==> src/rtl/wb_pkg.sv <==
// Shared definitions for the register-file writeback path: scheduler states,
// default widths and the writeback-select mux encoding.
package wb_pkg;

  localparam int XLEN_DEF = 32;
  localparam int RAW_DEF  = 5;

  typedef enum logic [1:0] {
    EMPTY = 2'b00,
    HOLD  = 2'b01,
    FORCE = 2'b10
  } wb_state_t;

  // Writeback-select encoding driving the pipeline-side mux ahead of this block.
  typedef enum logic [1:0] {
    WB_SEL_PC4  = 2'b00,
    WB_SEL_C    = 2'b01,
    WB_SEL_DRAM = 2'b10,
    WB_SEL_IMM  = 2'b11
  } wb_sel_t;

endpackage

==> src/rtl/wb_hold_buf.sv <==
// Single-entry holding register for an MDU result that lost the write port,
// with a destination compare used to squash it on a younger pipeline write.
module wb_hold_buf #(
  parameter int XLEN = 32,
  parameter int RAW  = 5
) (
  input  logic            clk,
  input  logic            rst,
  input  logic            load,
  input  logic            clear,
  input  logic [RAW-1:0]  load_rd,
  input  logic [XLEN-1:0] load_data,
  input  logic [RAW-1:0]  cmp_rd,
  output logic [RAW-1:0]  buf_rd,
  output logic [XLEN-1:0] buf_data,
  output logic            match
);

  // NOTE: sequential state is written with <= only, so every flop samples the
  // pre-edge values regardless of statement order.
  always_ff @(posedge clk) begin
    if (rst) begin
      buf_rd <= '0;
    end else if (load) begin
      buf_rd <= load_rd;
    end else if (clear) begin
      buf_rd <= '0;
    end
  end

  // NOTE: the data word carries no reset; validity lives in the owner's FSM,
  // so resetting the payload would only cost a wider reset tree.
  always_ff @(posedge clk) begin
    if (load) begin
      buf_data <= load_data;
    end
  end

  assign match = (buf_rd == cmp_rd);

endmodule

==> src/rtl/wb_port_arbiter.sv <==
// Schedules the single register-file write port between in-order pipeline
// writeback and out-of-band MDU results, buffering one MDU result with bounded wait.
module wb_port_arbiter
  import wb_pkg::*;
#(
  parameter int XLEN     = XLEN_DEF,
  parameter int RAW      = RAW_DEF,
  parameter int MAX_WAIT = 4
) (
  input  logic            clk,
  input  logic            rst,
  input  logic            pipe_valid,
  input  logic [RAW-1:0]  pipe_rd,
  input  logic [XLEN-1:0] pipe_wdata,
  output logic            pipe_stall,
  input  logic            mdu_valid,
  input  logic [RAW-1:0]  mdu_rd,
  input  logic [XLEN-1:0] mdu_wdata,
  output logic            mdu_ready,
  output logic            rf_we,
  output logic [RAW-1:0]  rf_waddr,
  output logic [XLEN-1:0] rf_wdata,
  output logic            pend_valid,
  output logic [RAW-1:0]  pend_rd
);

  wb_state_t       state;
  logic [3:0]      wait_cnt;

  logic            pipe_live;
  logic            mdu_live;
  logic            wr_en;
  logic [RAW-1:0]  wr_addr;
  logic [XLEN-1:0] wr_data;
  logic            buf_load;
  logic            buf_clear;
  logic [RAW-1:0]  buf_rd;
  logic [XLEN-1:0] buf_data;
  logic            buf_match;

  wb_hold_buf #(.XLEN(XLEN), .RAW(RAW)) u_hold_buf (
    .clk       (clk),
    .rst       (rst),
    .load      (buf_load),
    .clear     (buf_clear),
    .load_rd   (mdu_rd),
    .load_data (mdu_wdata),
    .cmp_rd    (pipe_rd),
    .buf_rd    (buf_rd),
    .buf_data  (buf_data),
    .match     (buf_match)
  );

  assign mdu_ready  = (state == EMPTY);
  assign pipe_stall = (state == FORCE);
  assign pend_valid = (state != EMPTY);
  assign pend_rd    = buf_rd;

  // Writes to x0 are consumed but never reach the register file.
  assign pipe_live = pipe_valid && (pipe_rd != '0);
  assign mdu_live  = mdu_valid && mdu_ready && (mdu_rd != '0);

  // NOTE: every output of this block gets a default first, so no path through
  // the case can leave a value unassigned and infer a latch.
  always_comb begin
    wr_en     = 1'b0;
    wr_addr   = pipe_rd;
    wr_data   = pipe_wdata;
    buf_load  = 1'b0;
    buf_clear = 1'b0;
    unique case (state)
      EMPTY: begin
        if (pipe_live) begin
          wr_en    = 1'b1;
          buf_load = mdu_live;
        end else if (mdu_live) begin
          wr_en   = 1'b1;
          wr_addr = mdu_rd;
          wr_data = mdu_wdata;
        end
      end
      HOLD: begin
        if (pipe_live) begin
          wr_en     = 1'b1;
          buf_clear = buf_match;
        end else begin
          wr_en     = 1'b1;
          wr_addr   = buf_rd;
          wr_data   = buf_data;
          buf_clear = 1'b1;
        end
      end
      FORCE: begin
        wr_en     = 1'b1;
        wr_addr   = buf_rd;
        wr_data   = buf_data;
        buf_clear = 1'b1;
      end
      default: ;
    endcase
  end

  always_ff @(posedge clk) begin
    if (rst) begin
      state    <= EMPTY;
      wait_cnt <= '0;
      rf_we    <= 1'b0;
      rf_waddr <= '0;
      rf_wdata <= '0;
    end else begin
      rf_we <= wr_en;
      if (wr_en) begin
        rf_waddr <= wr_addr;
        rf_wdata <= wr_data;
      end
      unique case (state)
        EMPTY: begin
          if (pipe_live && mdu_live) begin
            state    <= HOLD;
            wait_cnt <= '0;
          end
        end
        HOLD: begin
          if (!pipe_live || buf_match) begin
            // Buffer drained, or squashed by a younger write to the same rd.
            state    <= EMPTY;
            wait_cnt <= '0;
          end else begin
            wait_cnt <= wait_cnt + 4'd1;
            if (wait_cnt == 4'(MAX_WAIT - 1)) begin
              state <= FORCE;
            end
          end
        end
        FORCE: begin
          state    <= EMPTY;
          wait_cnt <= '0;
        end
        default: begin
          state    <= EMPTY;
          wait_cnt <= '0;
        end
      endcase
    end
  end

endmodule

==> config.mk <==
export PLATFORM = sky130hd
export DESIGN_NAME = wb_port_arbiter
export DESIGN_NICKNAME = d
export VERILOG_FILES = /design/src/rtl/wb_pkg.sv /design/src/rtl/wb_hold_buf.sv /design/src/rtl/wb_port_arbiter.sv
export SDC_FILE = /design/constraint.sdc
export NUM_CORES = 1
export LEC_CHECK = 0
export ABC_CLOCK_PERIOD_IN_PS = 8600
export BUFFER_PORTS_ARGS = -buffer_cell sky130_fd_sc_hd__buf_2
export CORE_ASPECT_RATIO = 1.5
export CORE_MARGIN = 2
export CORE_UTILIZATION = 40
export CTS_CLUSTER_SIZE = 10
export DETAILED_ROUTE_END_ITERATION = 16
export PLACE_DENSITY = 0.64
export SLEW_MARGIN = 20
export SYNTH_ARGS = -nofsm -noshare
export SYNTH_HDL_FRONTEND = slang
export SYNTH_SLANG_ARGS = --single-unit
==> constraint.sdc <==
create_clock -name clk -period 8.6 [get_ports clk]
set_input_delay 1.72 -clock clk [delete_from_list [all_inputs] [get_ports clk]]
set_output_delay 1.72 -clock clk [all_outputs]
set_load 0.01 [all_outputs]
==> PnR_summary.wiki, run 1 <==
{| class="wikitable"
! Metric !! Value
|-
| Biggest fanout along the worst timing path || 37
|-
| Slew of the pin with the lowest slew margin || 1.04 ns
|-
| Hold Vio Cnt, Final || 0
|-
| Via count || 3,184
|-
| Number of flops mapped to enable cells by yosys || 32
|-
| RSZ-0062 raised after global routing || no
|-
| Cell with the most instances after synthesis || sky130_fd_sc_hd__dfxtp_1
|-
| Hold worst-path end || wait_cnt[2]
|-
| Critical path class || in -> reg
|-
| Yosys synthesis warning count || 0
|-
| Share of the yosys chip area belonging to registers || 54.4%
|-
| RR Startpoint || state[1]
|-
| Fraction of synthesized cell area taken by the top area cell type || 27.5%
|-
| Wire length of the first global-routing pass || 15,000 µm
|-
| Register bit total from synthesis || 81
|-
| DR DRC count || 0
|-
| Overall die width || 81.1 µm
|-
| GRT Overall Usage || 20.2%
|-
| Number of buffers between clock root and the deepest sink || 2
|-
| Length in cells of the worst reg-to-reg path || 8
|-
| Per-cell routed wire length || 16.3 µm
|-
| Flip-flop cell with the highest count after synthesis || sky130_fd_sc_hd__dfxtp_1
|-
| Clk sink count || 81
|-
| Period utilisation layout || 41.2%
|-
| Routability-driven placement congestion ratio || 0.903
|-
| Synthesized netlist cell count || 350
|-
| Period minus WS final || 3.54 ns
|-
| HPWL Detailed || 6640 µm
|-
| Clock tree from TritonCTS || built
|-
| Worst EP arrival || 3.79 ns
|-
| Data required, critical path || 8.85 ns
|-
| Latest clock arrival within the worst-skew pair || 0.33 ns
|-
| LEAKAGE || 1.93 nW
|-
| MaxCap Viol Count || 0
|-
| Worst setup slack after placement || 4.71 ns
|-
| Total nets after synthesis || 434
|-
| Cell Pwr Density || 252 nW/µm²
|-
| Floorplan row count || 42
|-
| Post-CTS setup buffer count || 0
|-
| Dominant cells by area after synthesis || sky130_fd_sc_hd__dfxtp_1 27%, sky130_fd_sc_hd__edfxtp_1 27%, sky130_fd_sc_hd__a22oi_1 7.1%
|-
| Number of buffers inserted for hold repair after clock tree synthesis || 0
|-
| Slew HR || 30.4%
|-
| Sum of overflow across all layers after global routing || 0
|-
| Fmax || 0.282 GHz
|-
| Ports || 124
|-
| Clock root cell || sky130_fd_sc_hd__clkbuf_16
|-
| Buffers added on ports || 123
|-
| Area Overhead vs Synth || 27.5%
|-
| Final count of pins violating max slew || 0
|-
| Endpoint kind of the worst setup timing path || flip-flop
|-
| Cts repair resizes || 0
|-
| Fraction of synthesis flops using an asynchronous set or reset pin || 0%
|-
| Fill count || 836
|-
| Starting DRT DRC Count || 161
|-
| Maximum number of pins on one net before global-route repair || 40
|-
| Status || finished clean
|-
| Total wire length || 9500 µm
|-
| Number of setup violations in the final report || 0
|-
| Detailed-routing iteration count for the pre-antenna-repair pass || 4
|-
| DIE AREA || 9710 µm²
|-
| End-of-flow core utilization || 51.9%
|-
| Number of stages on the worst hold path || 2
|-
| Worst Skew || 0.00501 ns
|-
| Yosys top cell by area || sky130_fd_sc_hd__dfxtp_1
|-
| Smallest setup slack after layout || 5.06 ns
|-
| Syn_area_per_cell || 10.2 µm²
|-
| Layout Nets || 550
|-
| Clock buffers created by TritonCTS || 9
|-
| Routed via count divided by cell count || 5.48
|-
| Setup slack of the worst register-to-register path || 5.68 ns
|-
| Initial antenna violation count || 0
|-
| Antenna diode instance count || 0
|-
| Worst vdd ir || 0.128 mV
|-
| Endpoint of the lowest-slack register-to-register path || rf_waddr[3]
|-
| Path category of the worst min-delay check || reg -> reg
|-
| Starting density of the core || 40.7%
|-
| Core area || 8780 µm²
|-
| Master of the slowest instance on the critical path || sky130_fd_sc_hd__o21ai_4
|-
| Crit start category || input pin
|-
| Leading post-synthesis cells by instance count || 49 x sky130_fd_sc_hd__dfxtp_1, 48 x sky130_fd_sc_hd__nand2_1, 39 x sky130_fd_sc_hd__o21ai_0
|-
| Share of post-route cells with drive strength above 1 || 32.7%
|-
| Netlist area before placement || 3570 µm²
|-
| Accumulated negative setup slack || 0 ns
|-
| Worst stage delay on the critical path || 0.79 ns
|-
| Worst-path cell chain || buf_2 > or3_4 > o21a_4 > o21ai_4 > a22oi_1 > a31oi_1
|-
| Via count of the first global-routing pass || 3,019
|-
| H-tree depth || 3
|-
| Start point of the worst hold path || wait_cnt[2]
|-
| Clock-pin slew on the worst setup and hold paths || 0.06 ns
|-
| Antenna viol nets, final || 0
|-
| Die extent in y || 120 µm
|-
| Number of distinct library cell variants in the gate-level netlist after synthesis || 44
|}
-- state kept, by name, summed over array words and instances, names as in the netlist --
name                 cells
state                    2
rf_waddr                 5
rf_we                    1
u_hold_buf.buf_data     32
rf_wdata                32
u_hold_buf.buf_rd        5
wait_cnt                 4
-- per-stage QoR --
step           cell area, µm²  hold WS, ns  power, mW  instances
2_1_floorplan            3570        0.447      0.666        350
6_report                 4550        0.477       1.15        581
3_3_place_gp             4250        0.464      0.769        565
5_1_grt                  4550        0.513       1.21        581
4_1_cts                  4550        0.482       1.16        581
3_5_place_dp             4250        0.474      0.773        565
-- worst max path at each step --
stage / from / to / slack, ns / cells past startpoint
after global placement: pipe_rd[4] / rf_wdata[21] / 4.73 / 6
after global routing: mdu_rd[4] / rf_wdata[12] / 4.89 / 7
final: pipe_rd[4] / rf_wdata[21] / 5.06 / 6
after CTS: pipe_rd[4] / rf_wdata[21] / 5.05 / 6
after detailed placement: pipe_rd[4] / rf_wdata[21] / 4.71 / 6
after floorplan: mdu_rd[0] / u_hold_buf.buf_data[0] / 4.64 / 3
-- where the power goes --
group / switching (mW) / internal, mW
combinational: 0.174 / 0.105
clock: 0.143 / 0.240
sequential: 0.0262 / 0.458
-- cell families (layout without fill, tap and decap cells) --
family	Yosys count	in the layout	share of synthesized area [%]
XOR/XNOR	5	5	1.23
buffers and inverters	36	157	5.08
AND/OR/NAND/NOR	78	78	10.1
adder cells (fa/ha/maj)	6	6	2.10
multiplexers	1	1	0.280
AO/OA/AOI/OAI	143	143	26.9
flip-flops	81	81	54.4
-- cell type report --
type / count / area, µm² / area share [%]
timing repair buffer: 128 / 653 / 14.3
inverter: 13 / 48.8 / 1.07
sequential: 81 / 1940 / 42.7
clock inverter: 3 / 40.0 / 0.880
tap: 110 / 138 / 3.02
clock buffer: 13 / 260 / 5.72
multi-input combinational: 233 / 1470 / 32.3
-- routing by layer --
layer | global-route usage, % | share of wire [%] | wire (µm) | up-vias
met2 | 34.2 | 53 | 4990 | 96
met1 | 24.2 | 41 | 3850 | 1520
li1 | - | - | - | 1549
met4 | 8.69 | 2.1 | 198 | 0
met3 | 4.21 | 4.8 | 458 | 19
met5 | 0 | 0 | 0 | -
-- critical path: cells and delay by family --
kind            cells  cell delay (ns)
buf+inv             1             0.12
simple gates        1             0.40
compound gates      4             1.52
-- placed cells by master (no fill, tap or decap), drive strengths merged, types with 2 or more instances in the layout --
master and n:
and2 2, nor2 5, dfxtp 49, clkbuf 13, a31oi 36, edfxtp 32
o21ai 45, buf 128, xor2 5, or2 3, nor3 4, o41ai 6
a21oi 5, a22oi 36, nand3 10, o21a 2, nand2 48, inv 13
a21o 3, ha 6, clkinv 2, a41oi 2, nand2b 3
Power figures use the tool's default switching activity.
==> run 2, diff against run 1 <==
- ABC_AREA: not set -> 1
- ABC_CLOCK_PERIOD_IN_PS: 8600 -> 3480
- PLACE_DENSITY: 0.64 -> 0.63
- clock period: 8.6 -> 3.48 ns (I/O delays scaled with it)
==> run 2 against run 1 <==
Compared with the run above: die area up 16%; synthesized cell count up 70%; routed wire length up 12%; combinational power rose to 2.9 times the previous value; register-to-register slack worse by 4.5 ns; sequential power up 140%; via count up 24%; count of clock-buffer cells in the layout unchanged; worst hold slack better by 0.033 ns; synthesized area up 16%; critical path type is now reg -> reg.
==> PnR_summary.wiki, run 2 <==
{| class="wikitable"
! Metric !! Value
|-
| Commonest cells after routing, fill and taps aside || 212 x sky130_fd_sc_hd__nand2_1, 123 x sky130_fd_sc_hd__buf_2, 94 x sky130_fd_sc_hd__inv_1 (was 123 x sky130_fd_sc_hd__buf_2, 49 x sky130_fd_sc_hd__dfxtp_1, 48 x sky130_fd_sc_hd__nand2_1)
|-
| Placement-stage cell area || 4860 µm² (was 4250 µm²)
|-
| Initial antenna violation count || 0 (unchanged)
|-
| Dominant cells by area after synthesis || sky130_fd_sc_hd__dfxtp_1 24%, sky130_fd_sc_hd__edfxtp_1 23%, sky130_fd_sc_hd__nand2_1 19% (was sky130_fd_sc_hd__dfxtp_1 27%, sky130_fd_sc_hd__edfxtp_1 27%, sky130_fd_sc_hd__a22oi_1 7.1%)
|-
| M1 WL || 4360 µm (was 3850 µm)
|-
| Number of buffers inserted for hold repair after clock tree synthesis || 0 (unchanged)
|-
| Number of stages on the worst hold path || 4 (was 2)
|-
| Clock tree from TritonCTS || built (unchanged)
|-
| Share of total power in the clock network || 32.3% (was 33.4%)
|-
| Via count of the first global-routing pass || 3,793 (was 3,019)
|-
| GRT Overall Usage || 19.9% (was 20.2%)
|-
| Total wire length || 10,700 µm (was 9500 µm)
|-
| Antenna viol nets, final || 0 (unchanged)
|-
| Number of setup violations in the final report || 0 (unchanged)
|-
| Crit start category || flip-flop (was input pin)
|-
| Starting density of the core || 41.0% (was 40.7%)
|-
| Overall die width || 87.2 µm (was 81.1 µm)
|-
| Detailed-routing iteration count for the pre-antenna-repair pass || 4 (unchanged)
|-
| Worst Skew || 0.00386 ns (was 0.00501 ns)
|-
| Clock buffers created by TritonCTS || 9 (unchanged)
|-
| Slew HR || 46.2% (was 30.4%)
|-
| Number of flops mapped to enable cells by yosys || 32 (unchanged)
|-
| HPWL Detailed || 7390 µm (was 6640 µm)
|-
| Data required, critical path || 3.70 ns (was 8.85 ns)
|-
| Regs by FF count || rf_wdata: 32 flops, u_hold_buf.buf_data: 32 flops (unchanged)
|-
| Number of distinct library cell variants in the gate-level netlist after synthesis || 28 (was 44)
|-
| Cell with the most instances after synthesis || sky130_fd_sc_hd__nand2_1 (was sky130_fd_sc_hd__dfxtp_1)
|-
| Total nets after synthesis || 678 (was 434)
|-
| Sum of met3 wire segment lengths after detailed routing || 480 µm (was 458 µm)
|-
| H-tree depth || 3 (unchanged)
|-
| Die extent in y || 129 µm (was 120 µm)
|-
| Per-cell routed wire length || 12.8 µm (was 16.3 µm)
|-
| Syn_area_per_cell || 7.00 µm² (was 10.2 µm²)
|-
| Clock-pin slew on the worst setup and hold paths || 0.06 ns (about the same)
|-
| Routability-driven placement congestion ratio || 0.882 (was 0.903)
|-
| Worst EP arrival || 2.56 ns (was 3.79 ns)
|-
| Netlist area before placement || 4160 µm² (was 3570 µm²)
|-
| Storage cell area || 1940 µm² (unchanged)
|-
| Sum of overflow across all layers after global routing || 0 (unchanged)
|-
| MaxCap Viol Count || 0 (unchanged)
|-
| Yosys synthesis warning count || 0 (unchanged)
|-
| Period minus WS final || 2.35 ns
|-
| Post-CTS setup buffer count || 0 (unchanged)
|-
| Sequential Power Share || 40.1% (was 42.2%)
|-
| Clock root cell || sky130_fd_sc_hd__clkbuf_16 (unchanged)
|-
| Register bit total from synthesis || 81 (unchanged)
|-
| Clk sink count || 81 (unchanged)
|-
| DIE AREA || 11,200 µm² (was 9710 µm²)
|-
| Path category of the worst min-delay check || reg -> reg (unchanged)
|-
| Comb pwr share || 27.6% (was 24.4%)
|-
| Final count of pins violating max slew || 0 (unchanged)
|-
| Critical path class || reg -> reg (was in -> reg)
|-
| Buffers added on ports || 123 (unchanged)
|-
| Maximum number of pins on one net before global-route repair || 40 (unchanged)
|-
| Worst setup startpoint || state[0] (was pipe_rd[4])
|-
| Highest routed metal layer || met4 (unchanged)
|-
| Accumulated negative setup slack || 0 ns (unchanged)
|-
| RR Startpoint || state[0] (was state[1])
|-
| Most common cell after layout, fill and taps aside || sky130_fd_sc_hd__nand2_1 (was sky130_fd_sc_hd__buf_2)
|-
| Layout Cell Area excl Fill || 5160 µm² (was 4550 µm²)
|-
| DR DRC count || 0 (unchanged)
|-
| Antenna diode instance count || 0 (unchanged)
|-
| Fill count || 1,057 (was 836)
|-
| Share of the yosys chip area belonging to registers || 46.7% (was 54.4%)
|-
| Multi-input logic area || 1730 µm² (was 1470 µm²)
|-
| Net Sw Frac || 31.8% (was 30.0%)
|-
| LEAKAGE || 2.72 nW (was 1.93 nW)
|-
| Core area || 10,100 µm² (was 8780 µm²)
|-
| Leading post-synthesis cells by instance count || 212 x sky130_fd_sc_hd__nand2_1, 94 x sky130_fd_sc_hd__inv_1, 57 x sky130_fd_sc_hd__nor2_1 (was 49 x sky130_fd_sc_hd__dfxtp_1, 48 x sky130_fd_sc_hd__nand2_1, 39 x sky130_fd_sc_hd__o21ai_0)
|-
| Length in cells of the worst reg-to-reg path || 11 (was 8)
|-
| Worst vdd ir || 0.271 mV (was 0.128 mV)
|-
| Period utilisation layout || 67.4%
|-
| Cell Int Power || 2.00 mW (was 803 µW)
|-
| Cts repair resizes || 0 (unchanged)
|-
| Wire length on met2 || 5560 µm (was 4990 µm)
|-
| Latest clock arrival within the worst-skew pair || 0.33 ns (about the same)
|-
| Fraction of synthesis flops using an asynchronous set or reset pin || 0% (unchanged)
|-
| Flip-flop cell with the highest count after synthesis || sky130_fd_sc_hd__dfxtp_1 (unchanged)
|-
| Synthesized netlist cell count || 594 (was 350)
|-
| Net load switching power || 936 µW (was 343 µW)
|-
| Ports || 124 (unchanged)
|-
| Via count || 3,949 (was 3,184)
|-
| Fmax || 0.426 GHz
|-
| Area Overhead vs Synth || 24.2% (was 27.5%)
|-
| Wire length of the first global-routing pass || 17,400 µm (was 15,000 µm)
|-
| Start point of the worst hold path || rf_waddr[1] (was wait_cnt[2])
|-
| Fraction of synthesized cell area taken by the top area cell type || 23.6% (was 27.5%)
|-
| Starting DRT DRC Count || 140 (was 161)
|-
| Slew of the pin with the lowest slew margin || 0.805 ns (was 1.04 ns)
|-
| RSZ-0062 raised after global routing || no (unchanged)
|-
| Yosys top cell by area || sky130_fd_sc_hd__dfxtp_1 (unchanged)
|-
| Endpoint kind of the worst setup timing path || flip-flop (unchanged)
|-
| Number of buffers between clock root and the deepest sink || 2 (unchanged)
|-
| Share of post-route cells with drive strength above 1 || 22.2% (was 32.7%)
|-
| Layout Nets || 795 (was 550)
|-
| Cell Pwr Density || 570 nW/µm² (was 252 nW/µm²)
|-
| Floorplan row count || 45 (was 42)
|-
| Biggest fanout along the worst timing path || 34 (was 37)
|-
| Routed via count divided by cell count || 4.74 (was 5.48)
|-
| Status || finished clean (unchanged)
|-
| Hold Vio Cnt, Final || 0 (unchanged)
|}
-- run 2: changes by cell type in the layout (fill, tap and decap cells not counted), moves of 6 or more --
cell,delta
sky130_fd_sc_hd__a31oi_1,-36
sky130_fd_sc_hd__o41ai_1,-6
sky130_fd_sc_hd__nor2_1,+51
sky130_fd_sc_hd__a21oi_1,+42
sky130_fd_sc_hd__nand2_1,+164
sky130_fd_sc_hd__a22oi_1,-33
sky130_fd_sc_hd__inv_1,+81
-- run 2: metal layers --
metal / track usage (%) / vias up
met5: 0 / -
met4: 8.42 / 0
met3: 3.53 / 17
met2: 35.5 / 103
met1: 23.0 / 1782
li1: - / 2047
-- run 2: cell type report --
type,count,share of cell area (%)
repair buffers,131,13.1
clock buffers,13,5.04
clock inverters,3,0.752
multi-input cells,390,33.5
inverters,98,7.13
well taps,117,2.84
flip-flops and latches,81,37.6
-- run 2: critical path, cell delays in order, from the launching register on --
cell	delay, ns
sky130_fd_sc_hd__dfxtp_1	0.33
sky130_fd_sc_hd__inv_1	0.12
sky130_fd_sc_hd__ha_1	0.32
sky130_fd_sc_hd__nand2_1	0.08
sky130_fd_sc_hd__inv_1	0.10
sky130_fd_sc_hd__nand2_2	0.14
sky130_fd_sc_hd__nor2_4	0.41
sky130_fd_sc_hd__inv_1	0.10
sky130_fd_sc_hd__o21ai_0	0.11
sky130_fd_sc_hd__inv_2	0.28
sky130_fd_sc_hd__nand2_1	0.14
sky130_fd_sc_hd__a21oi_1	0.08
-- run 2: final timing paths --
path,endpoint,slack (ns)
worst max-delay path,rf_wdata[12],1.13
worst min register to register,rf_waddr[1],0.51
worst min-delay path,rf_waddr[1],0.51
worst max register to register,rf_wdata[12],1.13
-- run 2: cells by family after synthesis --
logic type | after synthesis | synth area share [%]
XOR/XNOR | 2 | 0.422
adder cells (fa/ha/maj) | 6 | 1.81
AO/OA/AOI/OAI | 88 | 11.2
flip-flops | 81 | 46.7
AND/OR/NAND/NOR | 294 | 27.9
buffers and inverters | 123 | 12.0
-- run 2: metrics by stage --
step	cells	hold WS, ns	worst slack [ns]	util (%)	power, mW
finish	833	0.511	1.13	50.9	2.94
global route	833	0.537	0.826	50.9	3.15
CTS	833	0.505	1.11	50.9	2.98
detailed placement	817	0.493	0.913	48.0	2.02
global placement	817	0.478	0.981	48.0	2.00
floorplan	594	0.471	0.827	-	1.74
-- run 2: power by group through the flow --
stage,Sequential [mW],Combinational (mW),Clock (mW)
global placement,1.19,0.806,0
finish,1.18,0.813,0.949
floorplan,1.24,0.496,0
global route,1.19,0.941,1.01
CTS,1.18,0.824,0.974
detailed placement,1.20,0.821,0
==> run 3, diff against run 2 <==
- ABC_CLOCK_PERIOD_IN_PS: 3480 -> 2400
- clock period: 3.48 -> 2.4 ns (I/O delays scaled with it)
==> run 3 against run 2 <==
Compared with the run above: setup slack got worse by 0.85 ns; die area did not move; via count fell by 0.63%; critical path type unchanged; utilization up 0.62 points; highest routed layer unchanged.
==> PnR_summary.wiki, run 3 (synthesis results as in run 2) <==
{| class="wikitable"
! Metric !! Value
|-
| Overall die width || 87.2 µm (unchanged)
|-
| Clock root cell || sky130_fd_sc_hd__clkbuf_16 (unchanged)
|-
| Number of placed instances, taps included || 821 (was 817)
|-
| DIE AREA || 11,200 µm² (unchanged)
|-
| Starting density of the core || 41.0% (unchanged)
|-
| Clock tree from TritonCTS || built (unchanged)
|-
| Fmax || 0.472 GHz (was 0.426 GHz)
|-
| DR DRC count || 0 (unchanged)
|-
| Biggest fanout along the worst timing path || 34 (unchanged)
|-
| Layout Nets || 799 (was 795)
|-
| Setup slack of the worst register-to-register path || 0.28 ns (was 1.13 ns)
|-
| Floorplan row count || 45 (unchanged)
|-
| End-of-flow core utilization || 51.5% (was 50.9%)
|-
| Highest routed metal layer || met4 (unchanged)
|-
| Number of setup violations in the final report || 0 (unchanged)
|-
| Detailed-routing iteration count for the pre-antenna-repair pass || 4 (unchanged)
|-
| Number of buffers inserted for hold repair after clock tree synthesis || 0 (unchanged)
|-
| Number of buffers between clock root and the deepest sink || 2 (unchanged)
|-
| Endpoint of the lowest-slack register-to-register path || rf_wdata[10] (was rf_wdata[12])
|-
| Area Overhead vs Synth || 25.7% (was 24.2%)
|-
| Clk sink count || 81 (unchanged)
|-
| Via count || 3,924 (was 3,949)
|-
| Total wire length || 10,800 µm (was 10,700 µm)
|-
| Slew of the pin with the lowest slew margin || 0.650 ns (was 0.805 ns)
|-
| Hold Vio Cnt, Final || 0 (unchanged)
|-
| Number of stages on the worst hold path || 1 (was 4)
|-
| Per-cell routed wire length || 12.9 µm (was 12.8 µm)
|-
| Placement-stage cell area || 4900 µm² (was 4860 µm²)
|-
| Sum of internal, switching and leakage power || 4.38 mW (was 2.94 mW)
|-
| Layout Cell Area excl Fill || 5220 µm² (was 5160 µm²)
|-
| Period utilisation layout || 88.3% (was 67.4%)
|-
| Worst Skew || 0.00627 ns (was 0.00386 ns)
|-
| Final count of pins violating max slew || 0 (unchanged)
|-
| Routed via count divided by cell count || 4.68 (was 4.74)
|-
| Antenna viol nets, final || 0 (unchanged)
|-
| Worst stage delay on the critical path || 0.49 ns (was 0.41 ns)
|-
| Critical path class || reg -> reg (unchanged)
|-
| Buffers added on ports || 123 (unchanged)
|-
| Post-CTS setup buffer count || 0 (unchanged)
|-
| Share of post-route cells with drive strength above 1 || 22.9% (was 22.2%)
|-
| Maximum number of pins on one net before global-route repair || 38 (was 40)
|-
| Period minus WS final || 2.12 ns (was 2.35 ns)
|-
| Worst-path cell chain || inv_1 > ha_1 > nand2_1 > inv_1 > nand2_2 > nor2_2 > inv_1 > o21ai_0 > inv_2 > nand2_1 > a21oi_1 (was inv_1 > ha_1 > nand2_1 > inv_1 > nand2_2 > nor2_4 > inv_1 > o21ai_0 > inv_2 > nand2_1 > a21oi_1)
|-
| Starting DRT DRC Count || 185 (was 140)
|-
| Slew HR || 56.6% (was 46.2%)
|-
| RR Startpoint || state[0] (unchanged)
|-
| Status || finished clean (unchanged)
|-
| Routability-driven placement congestion ratio || 0.888 (was 0.882)
|-
| Accumulated negative setup slack || 0 ns (unchanged)
|-
| Ports || 124 (unchanged)
|-
| Cts repair resizes || 0 (unchanged)
|-
| Wire length of the first global-routing pass || 17,100 µm (was 17,400 µm)
|-
| Worst vdd ir || 0.418 mV (was 0.271 mV)
|-
| Data required, critical path || 2.66 ns (was 3.70 ns)
|-
| Sum of overflow across all layers after global routing || 0 (unchanged)
|-
| Endpoint kind of the worst setup timing path || flip-flop (unchanged)
|-
| Core area || 10,100 µm² (unchanged)
|-
| Crit start category || flip-flop (unchanged)
|-
| Length in cells of the worst reg-to-reg path || 11 (unchanged)
|-
| GRT Overall Usage || 19.5% (was 19.9%)
|-
| Wire length on met2 || 5910 µm (was 5560 µm)
|-
| Latest clock arrival within the worst-skew pair || 0.33 ns (about the same)
|-
| Start point of the worst hold path || mdu_wdata[23] (was rf_waddr[1])
|-
| Hold worst-path end || u_hold_buf.buf_data[23] (was rf_waddr[1])
|-
| Worst EP arrival || 2.38 ns (was 2.56 ns)
|-
| Cell Pwr Density || 838 nW/µm² (was 570 nW/µm²)
|-
| Sum of met3 wire segment lengths after detailed routing || 395 µm (was 480 µm)
|-
| Clock-pin slew on the worst setup and hold paths || 0.06 ns (about the same)
|-
| Path category of the worst min-delay check || in -> reg (was reg -> reg)
|-
| HPWL Detailed || 7760 µm (was 7390 µm)
|-
| Regs by FF count || rf_wdata: 32 flops, u_hold_buf.buf_data: 32 flops (unchanged)
|-
| Number of cells in the finished layout apart from fillers || 838 (was 833)
|-
| MaxCap Viol Count || 0 (unchanged)
|-
| Via count of the first global-routing pass || 3,600 (was 3,793)
|-
| Clock buffers created by TritonCTS || 9 (unchanged)
|-
| M1 WL || 4290 µm (was 4360 µm)
|-
| Commonest cells after routing, fill and taps aside || 212 x sky130_fd_sc_hd__nand2_1, 123 x sky130_fd_sc_hd__buf_2, 94 x sky130_fd_sc_hd__inv_1 (unchanged)
|-
| LEAKAGE || 2.75 nW (was 2.72 nW)
|-
| Initial antenna violation count || 0 (unchanged)
|-
| Most common cell after layout, fill and taps aside || sky130_fd_sc_hd__nand2_1 (unchanged)
|-
| Dominant cell type by count on the critical path || sky130_fd_sc_hd__inv_1 (unchanged)
|-
| RSZ-0062 raised after global routing || no (unchanged)
|-
| Die extent in y || 129 µm (unchanged)
|-
| H-tree depth || 3 (unchanged)
|-
| Master of the slowest instance on the critical path || sky130_fd_sc_hd__inv_2 (was sky130_fd_sc_hd__nor2_4)
|}
[run 3: cell types whose count changed in the layout (fill, tap and decap cells not counted)]
cell | before | now
sky130_fd_sc_hd__buf_12 | 0 | 1
sky130_fd_sc_hd__clkbuf_1 | 2 | 1
sky130_fd_sc_hd__clkinv_1 | 1 | 0
sky130_fd_sc_hd__buf_4 | 8 | 11
sky130_fd_sc_hd__nor2_2 | 1 | 2
sky130_fd_sc_hd__diode_2 | 0 | 1
sky130_fd_sc_hd__clkbuf_8 | 2 | 1
sky130_fd_sc_hd__nor2_4 | 2 | 1
sky130_fd_sc_hd__clkinv_4 | 0 | 1
sky130_fd_sc_hd__bufinv_16 | 1 | 2
sky130_fd_sc_hd__clkinv_2 | 1 | 2
[run 3: area by class of cell]
| class | instances | area (µm²) |
|---|---|---|
| clock inverter | 5 | 78.8 |
| fill | 1021 | 4910 |
| timing repair buffer | 135 | 718 |
| multi-input combinational | 390 | 1730 |
| antenna | 1 | 2.50 |
| sequential | 81 | 1940 |
| inverter | 98 | 368 |
| tap | 117 | 146 |
| clock buffer | 11 | 243 |
[run 3: routing by layer]
metal	vias to the layer above	global-route usage [%]
met5	-	0
met4	0	8.51
met3	12	2.12
met2	84	35.7
met1	1767	22.6
li1	2061	-
[run 3: through the flow]
| stage | setup slack [ns] | hold WS, ns |
|---|---|---|
| 2_1_floorplan | 0.169 | 0.471 |
| 5_1_grt | 0.0336 | 0.331 |
| 3_3_place_gp | 0.352 | 0.479 |
| 4_1_cts | 0.267 | 0.323 |
| 6_report | 0.281 | 0.334 |
| 3_5_place_dp | 0.268 | 0.501 |
[run 3: worst max-delay path by stage]
stage | startpoint | end | slack, ns | depth (start not counted)
after floorplan | state[0] | state[0] | 0.17 | 11
after global placement | pipe_rd[0] | rf_waddr[3] | 0.35 | 10
after detailed placement | state[0] | rf_wdata[10] | 0.27 | 11
after CTS | state[0] | rf_wdata[10] | 0.27 | 11
after global routing | state[0] | rf_wdata[22] | 0.03 | 11
final | state[0] | rf_wdata[10] | 0.28 | 11
[run 3: report_power, final]
part | total (mW) | switching, mW | internal, mW
clock network | 1.47 | 0.532 | 0.938
registers | 1.71 | 0.0860 | 1.63
logic | 1.20 | 0.758 | 0.439
total | 4.38 | 1.38 | 3.00
[run 3: worst max-delay path, delay by kind of cell (launching register included)]
kind                     cells  cell delay [ns]
AO/OA/AOI/OAI                2             0.25
adder cells (fa/ha/maj)      1             0.29
buffers and inverters        4             0.72
flip-flops                   1             0.37
AND/OR/NAND/NOR              4             0.41
